**src/rtl/processor_channel_serializer_pkg.sv**
```systemverilog
`default_nettype none
// ============================================================================
// Module   : lvda_pkg
// Brief    : Shared types and constants for the processor-channel serializer.
// Revision : 1.0
// ============================================================================
package lvda_pkg;

    typedef enum logic [1:0] {
        IDLE  = 2'd0,
        SHIFT = 2'd1,
        PAR   = 2'd2,
        GAP   = 2'd3
    } ser_state_t;

    localparam int   LVDC_WORD_WIDTH = 26;
    localparam logic CHAN_C2         = 1'b0;
    localparam logic CHAN_C3         = 1'b1;

endpackage
`default_nettype wire

```
**src/rtl/processor_channel_serializer_if.sv**
```systemverilog
`default_nettype none
// ============================================================================
// Module   : processor_channel_serializer_if
// Brief    : Channel strobes/data in, serial word stream and status out.
// Revision : 1.0
// ============================================================================
interface processor_channel_serializer_if
    import lvda_pkg::*;
#(
    parameter int WORD_WIDTH = LVDC_WORD_WIDTH
);
    logic                  V1;
    logic                  C2R;
    logic                  C3R;
    logic [WORD_WIDTH-1:0] D2;
    logic [WORD_WIDTH-1:0] D3;
    logic                  SDO;
    logic                  SVALID;
    logic                  BUSY;
    logic                  DONE;
    logic                  CHAN;
    logic [1:0]            OVR;

    modport master (
        output V1, C2R, C3R, D2, D3,
        input  SDO, SVALID, BUSY, DONE, CHAN, OVR
    );

    modport slave (
        input  V1, C2R, C3R, D2, D3,
        output SDO, SVALID, BUSY, DONE, CHAN, OVR
    );
endinterface
`default_nettype wire

```
**src/rtl/processor_channel_serializer_channel_req_latch.sv**
```systemverilog
`default_nettype none
// ============================================================================
// Module   : channel_req_latch
// Brief    : Strobe edge detect, holding register, pending and overrun flags.
// Revision : 1.0
// ============================================================================
module channel_req_latch
    import lvda_pkg::*;
#(
    parameter int WIDTH = LVDC_WORD_WIDTH
) (
    input  logic             clk,
    input  logic             rst_n,
    input  logic             strobe,
    input  logic [WIDTH-1:0] data,
    input  logic             take,
    output logic             pend,
    output logic [WIDTH-1:0] hold,
    output logic             ovr
);
    logic             r_strobe_q;
    logic             r_pend;
    logic             r_ovr;
    logic [WIDTH-1:0] r_hold;
    logic             w_req;

    assign w_req = strobe & ~r_strobe_q;

    always_ff @(posedge clk) begin
        if (!rst_n) begin
            r_strobe_q <= 1'b0;
            r_pend     <= 1'b0;
            r_ovr      <= 1'b0;
            r_hold     <= '0;
        end else begin
            r_strobe_q <= strobe;
            if (w_req) begin
                r_hold <= data;
            end
            // A word taken on this same edge has already reached the shifter, so nothing is lost.
            if (w_req && r_pend && !take) begin
                r_ovr <= 1'b1;
            end
            r_pend <= w_req | (r_pend & ~take);
        end
    end

    assign pend = r_pend;
    assign hold = r_hold;
    assign ovr  = r_ovr;

endmodule
`default_nettype wire

```
**src/rtl/processor_channel_serializer.sv**
```systemverilog
`default_nettype none
// ============================================================================
// Module   : processor_channel_serializer
// Brief    : Serializes C2/C3 channel words LSB first with odd parity and gap.
// Revision : 1.0
// ============================================================================
module processor_channel_serializer
    import lvda_pkg::*;
#(
    parameter int WORD_WIDTH = LVDC_WORD_WIDTH,
    parameter int PARITY_EN  = 1,
    parameter int GAP_BITS   = 2
) (
    input  logic                          SIM_CLK,
    input  logic                          SIM_RST,
    processor_channel_serializer_if.slave bus
);
    localparam int BIT_CNT_W = (WORD_WIDTH > 1) ? $clog2(WORD_WIDTH) : 1;
    localparam int GAP_CNT_W = (GAP_BITS > 0) ? $clog2(GAP_BITS + 1) : 1;
    localparam logic [BIT_CNT_W-1:0] LAST_BIT = BIT_CNT_W'(WORD_WIDTH - 1);
    localparam logic [GAP_CNT_W-1:0] GAP_LAST = GAP_CNT_W'(GAP_BITS);

    logic                  w_pend2, w_pend3;
    logic                  w_ovr2, w_ovr3;
    logic [WORD_WIDTH-1:0] w_hold2, w_hold3;
    logic                  w_take2, w_take3;
    logic [WORD_WIDTH-1:0] w_load_word;

    ser_state_t            r_state, w_state_next;
    logic [WORD_WIDTH-1:0] r_sr, w_sr_next;
    logic [BIT_CNT_W-1:0]  r_bitcnt, w_bitcnt_next;
    logic [GAP_CNT_W-1:0]  r_gapcnt, w_gapcnt_next;
    logic                  r_par, w_par_next;
    logic                  r_sdo, w_sdo_next;
    logic                  r_svalid, w_svalid_next;
    logic                  r_done, w_done_next;
    logic                  r_chan, w_chan_next;

    channel_req_latch #(.WIDTH(WORD_WIDTH)) u_c2_latch (
        .clk    (SIM_CLK),
        .rst_n  (SIM_RST),
        .strobe (bus.C2R),
        .data   (bus.D2),
        .take   (w_take2),
        .pend   (w_pend2),
        .hold   (w_hold2),
        .ovr    (w_ovr2)
    );

    channel_req_latch #(.WIDTH(WORD_WIDTH)) u_c3_latch (
        .clk    (SIM_CLK),
        .rst_n  (SIM_RST),
        .strobe (bus.C3R),
        .data   (bus.D3),
        .take   (w_take3),
        .pend   (w_pend3),
        .hold   (w_hold3),
        .ovr    (w_ovr3)
    );

    assign w_load_word = w_pend2 ? w_hold2 : w_hold3;

    always_ff @(posedge SIM_CLK) begin
        if (!SIM_RST) begin
            r_state  <= IDLE;
            r_sr     <= '0;
            r_bitcnt <= '0;
            r_gapcnt <= '0;
            r_par    <= 1'b0;
            r_sdo    <= 1'b0;
            r_svalid <= 1'b0;
            r_done   <= 1'b0;
            r_chan   <= 1'b0;
        end else begin
            r_state  <= w_state_next;
            r_sr     <= w_sr_next;
            r_bitcnt <= w_bitcnt_next;
            r_gapcnt <= w_gapcnt_next;
            r_par    <= w_par_next;
            r_sdo    <= w_sdo_next;
            r_svalid <= w_svalid_next;
            r_done   <= w_done_next;
            r_chan   <= w_chan_next;
        end
    end

    always_comb begin
        w_state_next  = r_state;
        w_sr_next     = r_sr;
        w_bitcnt_next = r_bitcnt;
        w_gapcnt_next = r_gapcnt;
        w_par_next    = r_par;
        w_sdo_next    = r_sdo;
        w_svalid_next = r_svalid;
        w_done_next   = 1'b0;
        w_chan_next   = r_chan;
        w_take2       = 1'b0;
        w_take3       = 1'b0;

        unique case (r_state)
            IDLE: begin
                if (w_pend2 || w_pend3) begin
                    w_take2       = w_pend2;
                    w_take3       = ~w_pend2;
                    w_chan_next   = w_pend2 ? CHAN_C2 : CHAN_C3;
                    w_sr_next     = w_load_word;
                    w_sdo_next    = w_load_word[0];
                    w_par_next    = w_load_word[0];
                    w_bitcnt_next = '0;
                    w_svalid_next = 1'b1;
                    w_state_next  = SHIFT;
                end
            end
            SHIFT: begin
                if (bus.V1) begin
                    if (r_bitcnt == LAST_BIT) begin
                        if (PARITY_EN != 0) begin
                            w_sdo_next   = ~r_par;
                            w_state_next = PAR;
                        end else begin
                            w_svalid_next = 1'b0;
                            w_sdo_next    = 1'b0;
                            w_gapcnt_next = '0;
                            w_done_next   = 1'b1;
                            w_state_next  = GAP;
                        end
                    end else begin
                        w_sr_next     = r_sr >> 1;
                        w_sdo_next    = r_sr[1];
                        w_par_next    = r_par ^ r_sr[1];
                        w_bitcnt_next = r_bitcnt + BIT_CNT_W'(1);
                    end
                end
            end
            PAR: begin
                if (bus.V1) begin
                    w_svalid_next = 1'b0;
                    w_sdo_next    = 1'b0;
                    w_gapcnt_next = '0;
                    w_done_next   = 1'b1;
                    w_state_next  = GAP;
                end
            end
            GAP: begin
                // Exit is checked before counting so GAP_BITS = 0 leaves after one cycle.
                if (r_gapcnt == GAP_LAST) begin
                    w_state_next = IDLE;
                end else if (bus.V1) begin
                    w_gapcnt_next = r_gapcnt + GAP_CNT_W'(1);
                end
            end
            default: begin
                w_state_next = IDLE;
            end
        endcase
    end

    assign bus.SDO    = r_sdo;
    assign bus.SVALID = r_svalid;
    assign bus.BUSY   = (r_state != IDLE);
    assign bus.DONE   = r_done;
    assign bus.CHAN   = r_chan;
    assign bus.OVR    = {w_ovr3, w_ovr2};

endmodule
`default_nettype wire

```
**src/flat_wrapper.sv**
```systemverilog
// flat-port wrapper written by rule: the top's interface ports become plain ports
module processor_channel_serializer_flat import lvda_pkg::*;
#(
    parameter int WORD_WIDTH = LVDC_WORD_WIDTH,
    parameter int PARITY_EN  = 1,
    parameter int GAP_BITS   = 2
)
  (SIM_CLK, SIM_RST, bus_V1, bus_C2R, bus_C3R, bus_D2, bus_D3, bus_SDO, bus_SVALID, bus_BUSY, bus_DONE, bus_CHAN, bus_OVR);
  processor_channel_serializer_if #(.WORD_WIDTH(WORD_WIDTH)) bus_i ();
  input  logic SIM_CLK;
  input  logic SIM_RST;
  input wire logic [$bits(bus_i.V1)-1:0] bus_V1;
  input wire logic [$bits(bus_i.C2R)-1:0] bus_C2R;
  input wire logic [$bits(bus_i.C3R)-1:0] bus_C3R;
  input wire logic [$bits(bus_i.D2)-1:0] bus_D2;
  input wire logic [$bits(bus_i.D3)-1:0] bus_D3;
  output wire logic [$bits(bus_i.SDO)-1:0] bus_SDO;
  output wire logic [$bits(bus_i.SVALID)-1:0] bus_SVALID;
  output wire logic [$bits(bus_i.BUSY)-1:0] bus_BUSY;
  output wire logic [$bits(bus_i.DONE)-1:0] bus_DONE;
  output wire logic [$bits(bus_i.CHAN)-1:0] bus_CHAN;
  output wire logic [$bits(bus_i.OVR)-1:0] bus_OVR;
  assign bus_i.V1 = bus_V1;
  assign bus_i.C2R = bus_C2R;
  assign bus_i.C3R = bus_C3R;
  assign bus_i.D2 = bus_D2;
  assign bus_i.D3 = bus_D3;
  assign bus_SDO = bus_i.SDO;
  assign bus_SVALID = bus_i.SVALID;
  assign bus_BUSY = bus_i.BUSY;
  assign bus_DONE = bus_i.DONE;
  assign bus_CHAN = bus_i.CHAN;
  assign bus_OVR = bus_i.OVR;
  processor_channel_serializer #(.WORD_WIDTH(WORD_WIDTH), .PARITY_EN(PARITY_EN), .GAP_BITS(GAP_BITS)) u_core (.SIM_CLK(SIM_CLK), .SIM_RST(SIM_RST), .bus(bus_i));
endmodule
```
**config.mk**
```make
export PLATFORM = sky130hd
export DESIGN_NAME = processor_channel_serializer_flat
export DESIGN_NICKNAME = d
export VERILOG_FILES = /design/src/rtl/processor_channel_serializer_pkg.sv /design/src/rtl/processor_channel_serializer_if.sv /design/src/rtl/processor_channel_serializer_channel_req_latch.sv /design/src/rtl/processor_channel_serializer.sv /design/src/flat_wrapper.sv
export SDC_FILE = /design/constraint.sdc
export NUM_CORES = 1
export LEC_CHECK = 0
export CORE_UTILIZATION = 54
export CTS_CLUSTER_SIZE = 24
export DETAILED_ROUTE_END_ITERATION = 16
export PLACE_DENSITY = 0.79
export SYNTH_ARGS = -nofsm -noshare
export SYNTH_HDL_FRONTEND = slang
export SYNTH_SLANG_ARGS = --single-unit
```
**constraint.sdc**
```tcl
create_clock -name SIM_CLK -period 1.9 [get_ports SIM_CLK]
set_input_delay 0.285 -clock SIM_CLK [delete_from_list [all_inputs] [get_ports SIM_CLK]]
set_output_delay 0.285 -clock SIM_CLK [all_outputs]
set_load 0.02 [all_outputs]
```
After elaboration in Yosys (flattened, before gate mapping)
Index checks and enable logic that the tools add are counted.
{"block": "op_classes", "n_addsub": 2, "eq_ne": 13, "n_mux": 35, "bitwise": 13, "n_reduce_logical": 20}
{"operator": "$mux W26", "n": 4}
{"operator": "$pmux W26 S2", "n": 1}
{"operator": "$mux W2", "n": 8}
{"operator": "$mux W5", "n": 3}
{"operator": "$mux W1", "n": 13}
{"operator": "$reduce_and A4 Y1", "n": 3}
{"operator": "$ne A2 B2 Y1 const B", "n": 5}
{"operator": "$pmux W5 S2", "n": 1}
{"operator": "$pmux W2 S4", "n": 1}
{"operator": "$reduce_bool A2 Y1", "n": 4}
{"operator": "$eq A2 B2 Y1 const B", "n": 3}
{"operator": "$ne A2 B1 Y1 const B", "n": 3}
{"operator": "$not A1 Y1", "n": 6}
{"operator": "$add A5 B1 Y5 const B", "n": 1}
{"operator": "$eq A5 B5 Y1 const B", "n": 1}
{"operator": "$reduce_and A5 Y1", "n": 1}
{"operator": "$and A1 B1 Y1", "n": 4}
{"operator": "$logic_and A1 B1 Y1", "n": 4}
{"operator": "$pmux W1 S2", "n": 2}
{"operator": "$pmux W2 S2", "n": 1}
{"operator": "$reduce_and A2 Y1", "n": 2}
{"operator": "$pmux W1 S3", "n": 1}
{"operator": "$reduce_and A3 Y1", "n": 1}
{"operator": "$reduce_bool A3 Y1", "n": 1}
{"operator": "other kinds (7)", "n": 9}
{"block": "totals", "reg_bits": 98, "input_bits": 57, "out_inout_bits": 7, "elab_cells": 100}

Longest topological paths before layout
{"block": "logic_depth", "ltp_word": 6, "depth_mapped": 9, "ltp_nobuf": 6}

By module
From an unflattened synthesis, not the netlist that was laid out.
{"block": "hier_totals", "hier_cells": 518, "area_unflattened_um2": 4659.5}
{"mod": "channel_req_latch", "instances": 2, "cells_each": 123, "area_per_inst_um2": 1227.4, "seq_area_each_um2": 580.6}
{"mod": "processor_channel_serializer", "instances": 1, "cells_each": 272, "area_per_inst_um2": 2204.6, "seq_area_each_um2": 780.7}

Worst setup path after synthesis
Ideal clock, no wire load.
{"block": "synth_timing", "kind": "reg-to-reg", "from": "register u_core.r_state[0]", "to": "register u_core.r_sr[10]", "setup_time_ns": 0.122, "arrival_ns": 1.623, "required_ns": 1.778, "setup_slack_ns": 0.155, "path_stages_with_launch": 10, "path_buffers": 3, "period_less_slack_ns": 1.745, "path_cell_list": "dfxtp_1 inv_1 ha_1 buf_4 or3b_4 o211a_1 buf_4 buf_6 o211ai_1 a21boi_2"}
{"block": "synth_between", "elab_chain_len": 3, "elab_cells_between_ends": 8, "classes_between": "4 x eq/ne; 1 x mux; 3 x reduce/logical"}
{"element": "from (decl)", "line_no": "processor_channel_serializer.sv:29", "source": "ser_state_t r_state, w_state_next;"}
{"element": "from (signal assigned)", "line_no": "processor_channel_serializer.sv:75", "source": "r_state <= w_state_next;"}
{"element": "$eq A2 B1 Y1 / $logic_not A2 Y1 (equally long branches)", "line_no": "processor_channel_serializer.sv:100", "source": "unique case (r_state)"}
{"element": "$ne A2 B2 Y1 (no source line), or another cell as far along"}
{"element": "$reduce_and A4 Y1 (no source line)"}
{"element": "to (signal assigned)", "line_no": "processor_channel_serializer.sv:76", "source": "r_sr <= w_sr_next;"}
{"element": "to (decl)", "line_no": "processor_channel_serializer.sv:30", "source": "logic [WORD_WIDTH-1:0] r_sr, w_sr_next;"}
Several ways; a longest one is shown, not always the timed one.
A chain may end at the register's enable or synchronous reset.

Final worst setup path
{"block": "layout_timing", "from": "register u_core.r_state[1]", "to": "register u_core.r_bitcnt[1]"}
{"block": "layout_between", "elab_chain_len": 3, "elab_cells_between_ends": 8, "classes_between": "4 x eq/ne; 1 x mux; 3 x reduce/logical"}
{"element": "$eq A2 B1 Y1 / $logic_not A2 Y1 (equally long branches)", "line_no": "processor_channel_serializer.sv:100"}
{"element": "$ne A2 B2 Y1 (no source line), or another cell as far along"}
{"element": "$reduce_and A4 Y1 (no source line)"}
{"element": "to (signal assigned)", "line_no": "processor_channel_serializer.sv:77", "source": "r_bitcnt <= w_bitcnt_next;"}
{"element": "to (decl)", "line_no": "processor_channel_serializer.sv:31", "source": "logic [BIT_CNT_W-1:0] r_bitcnt, w_bitcnt_next;"}
Several ways; a longest one is shown, not always the timed one.

==> summary.md <==
| Metric | Value |
|---|---|
| Cell area after placement | 0.00517 sq mm |
| Overall global routing resource usage | 0.233 |
| Headroom to the max-slew limit | 0.671 |
| Die X | 92.7 um |
| Htree depth | 3 |
| Leakage Power | between 2 and 2.5 nW |
| Layout-stage area growth over the synthesis result | 21.9% |
| Number of fillers in the final layout | 645 |
| Post-DR wirelength/cell | 14.1 um |
| Fraction of synthesis flops using an asynchronous set or reset pin | 0 |
| Post-route fraction of the period consumed by the critical path | 0.920 |
| Avg Synthesized Cell Area | 8.65 sq um |
| Type of the worst setup path | flip-flop to flip-flop |
| Clock root buffer master | clkbuf_8 |
| Final number of hold-violating endpoints | 0 |
| Maximum number of pins on one net before global-route repair | 31 |
| Clock insertion delay at the later pin of the skew report | 0.36 ns |
| Sum of negative setup slack | 0 ns |
| Largest voltage drop on the vdd net | about 0.59 mV |
| Class of the most critical hold timing path | input port to flip-flop |
| Via count of the first global-routing pass | 3590 |
| Core Box Area | ~0.008 sq mm |
| Transition time of the tightest slew-check pin | about 0.5 ns |
| Clock tree from TritonCTS | built |
| Chip height | a little over 90 um |
| Vias per inst | 5.38 |
| Post-route cell area | 0.00542 sq mm |
| Pre-antenna DRT Iters | 5 |
| Final Critical Period | around 1.7 ns |
| WP data arrival | 2.06 ns |
| Post-Syn Instances | slightly above 500 |
| Initial core utilization | 0.567 |
| Site Rows | 32 |
| Share of post-route cells with drive strength above 1 | 0.112 |
| Setup violators final | 0 |
| Sequential area share after synthesis | 0.437 |
| Number of enable-type register cells in the synthesized netlist | 0 |
| Flops & latches, synth | 97 |
| CTS clk-pin slew, worst paths | 0.09 ns |
| Detailed-route via count | roughly 3600 |
| Clock Tree Buf Depth | 2 |
| Final Net Count | 632 |
| Netlist area before placement | 0.00445 sq mm |
| Total count of max-transition violations in the final report | 0 |
| Final ANT Viol Nets | 0 |
| DR iter-0 viols | 135 |
| DRC violation count after routing | 0 |
| Diode insertion count for antenna repair | 0 |
| Max capacitance violation total | 0 |
| Commonest non-fill, non-tap cells in the layout | nand2_1, dfxtp_1, clkdlybuf4s50_1, a21boi_0, mux2i_1 |
| Final estimated routing congestion in global placement | about 0.83 |
| Total clock buffers created by CTS | 9 |
| WP data required | 2.21 ns |
| Die outline area | 0.00860 sq mm |
| Detailed placement HPWL | 6330 um |
| Commonest non-fill, non-tap cell in the layout | nand2_1 |
| Number of antenna violations at the first check in global routing | 0 |
| Global-route wire length before repair | 16000 um |
| Syn Nets | 579 |
| Critical Path Source Type | flip-flop |
| Total global routing overflow | 0 |
| Worst setup EP type | flip-flop |
| Highest net fanout along the worst path | 27 |
| Worst Clk Skew | 0.00745 ns |
| Most used flip-flop cell after synthesis | dfxtp_1 |
| Power, Total | 6.11 mW |
| Warning count from the yosys run | 0 |
| Number of distinct library cell variants in the gate-level netlist after synthesis | 42 |
| F_max | 0.572 GHz |
| Clk sink count | 97 |
| Status | finished clean |
| Pwr per Cell Area | 1130 mW/mm^2 |
| Num ports | 64 |
| Detailed-route wire length | around 9500 um |
| RSZ-0062 raised after global routing | no |
| Count of buffers inserted at the top-level ports | 63 |
[where the power goes]
group          leakage (nW)  switching [mW]  total, mW  internal, mW
Combinational          1.20            1.25       2.19         0.937
Sequential            0.795           0.177       2.50          2.32
Clock                 0.106           0.691       1.43         0.735
[worst paths after layout]
check | from | to | depth (start not counted) | slack [ns]
worst max-delay path | u_core.r_state[1] | u_core.r_bitcnt[1] | 7 | 0.15
worst min-delay path | SIM_RST | u_core.bus.CHAN | 3 | 0.39
worst max register to register | u_core.r_state[1] | u_core.r_bitcnt[1] | 7 | 0.15
worst min register to register | u_core.r_sr[15] | u_core.r_sr[15] | 2 | 0.46
[synthesized netlist by cell type, types with 2 or more instances]
cell type  instances  area (sq um)
o21ai_0            9          45.0
a22oi_1            2          15.0
buf_2              4          20.0
o211ai_2          11           138
a21oi_1            8          40.0
a21boi_0          54           405
o21ai_1            2          10.0
a21boi_1          18           135
buf_6              3          33.8
or3_1              3          18.8
clkbuf_1          26          97.6
buf_4              5          37.5
nor2_1             6          22.5
nand2_1          162           608
mux2i_1           27           270
o21a_1             2          15.0
nand3_1            4          20.0
and2_1             4          25.0
nand3b_1           2          15.0
nor2b_1            7          43.8
inv_1              7          26.3
dfxtp_1           97          1940
ha_1               8           100
nand2b_1           4          25.0
o211ai_1          15           113
buf_1              2          7.51
a21boi_2           6          67.6
o211a_1            2          20.0
[critical path, stage by stage (launching register included)]
cell and delay [ns]:
dfxtp_2 0.35, inv_1 0.10, ha_4 0.19, or3b_4 0.43, o211a_1 0.16, buf_12 0.17
o22ai_1 0.16, and2_1 0.14
[sequential cells by signal, indices dropped and copies added (netlist names), 2 cells and up]
| register | cells |
|---|---|
| u_core.u_c2_latch.hold | 26 |
| u_core.r_state | 2 |
| u_core.u_c3_latch.hold | 26 |
| u_core.r_sr | 25 |
| u_core.r_bitcnt | 5 |
| u_core.r_gapcnt | 2 |
[logic make-up (layout without fill, tap and decap cells)]
logic type      Yosys count  count (layout)  synth area share
compound gates          134             134             0.237
fa+ha+maj                 8               8            0.0225
buf+inv                  49             107            0.0543
flops                    97              97             0.437
mux                      28              28            0.0633
simple gates            198             198             0.187
[per-layer routing]
| layer | routed length [um] | GRT usage | vias to the layer above |
|---|---|---|---|
| met4 | 128 | 0.0782 | 0 |
| met5 | 0 | 0 | - |
| li1 | - | - | 1839 |
| met1 | 4460 | 0.293 | 1707 |
| met2 | 4580 | 0.401 | 67 |
| met3 | 329 | 0.0419 | 12 |
[cell type report]
type                    count  area (sq um)  area share
multi-input cells         368          2300       0.425
flip-flops and latches     97          1940       0.359
repair buffers             83           807       0.149
clock buffers              10           128      0.0235
well taps                 102           128      0.0235
clock inverters             6          82.6      0.0152
inverters                   8          30.0     0.00554
[timing repair]
| action | in CTS | in global routing |
|---|---|---|
| endpoints found under the setup margin | 21 | 30 |
| gates resized for setup | 2 | 6 |
| hold buffers | 0 | 0 |
| pin swaps | 0 | 0 |
| buffers inserted | 0 | 0 |
[through the flow]
stage,setup slack [ns],std cells,hold WS (ns),util
final,0.151,674,0.391,0.691
after global routing,0.0113,674,0.425,0.691
after CTS,0.00209,674,0.379,0.686
after detailed placement,-0.0210,658,0.449,0.659
after global placement,0.101,658,0.441,0.659
after floorplan,0.155,514,0.412,-
No activity file was read; power rests on OpenSTA's default activity.
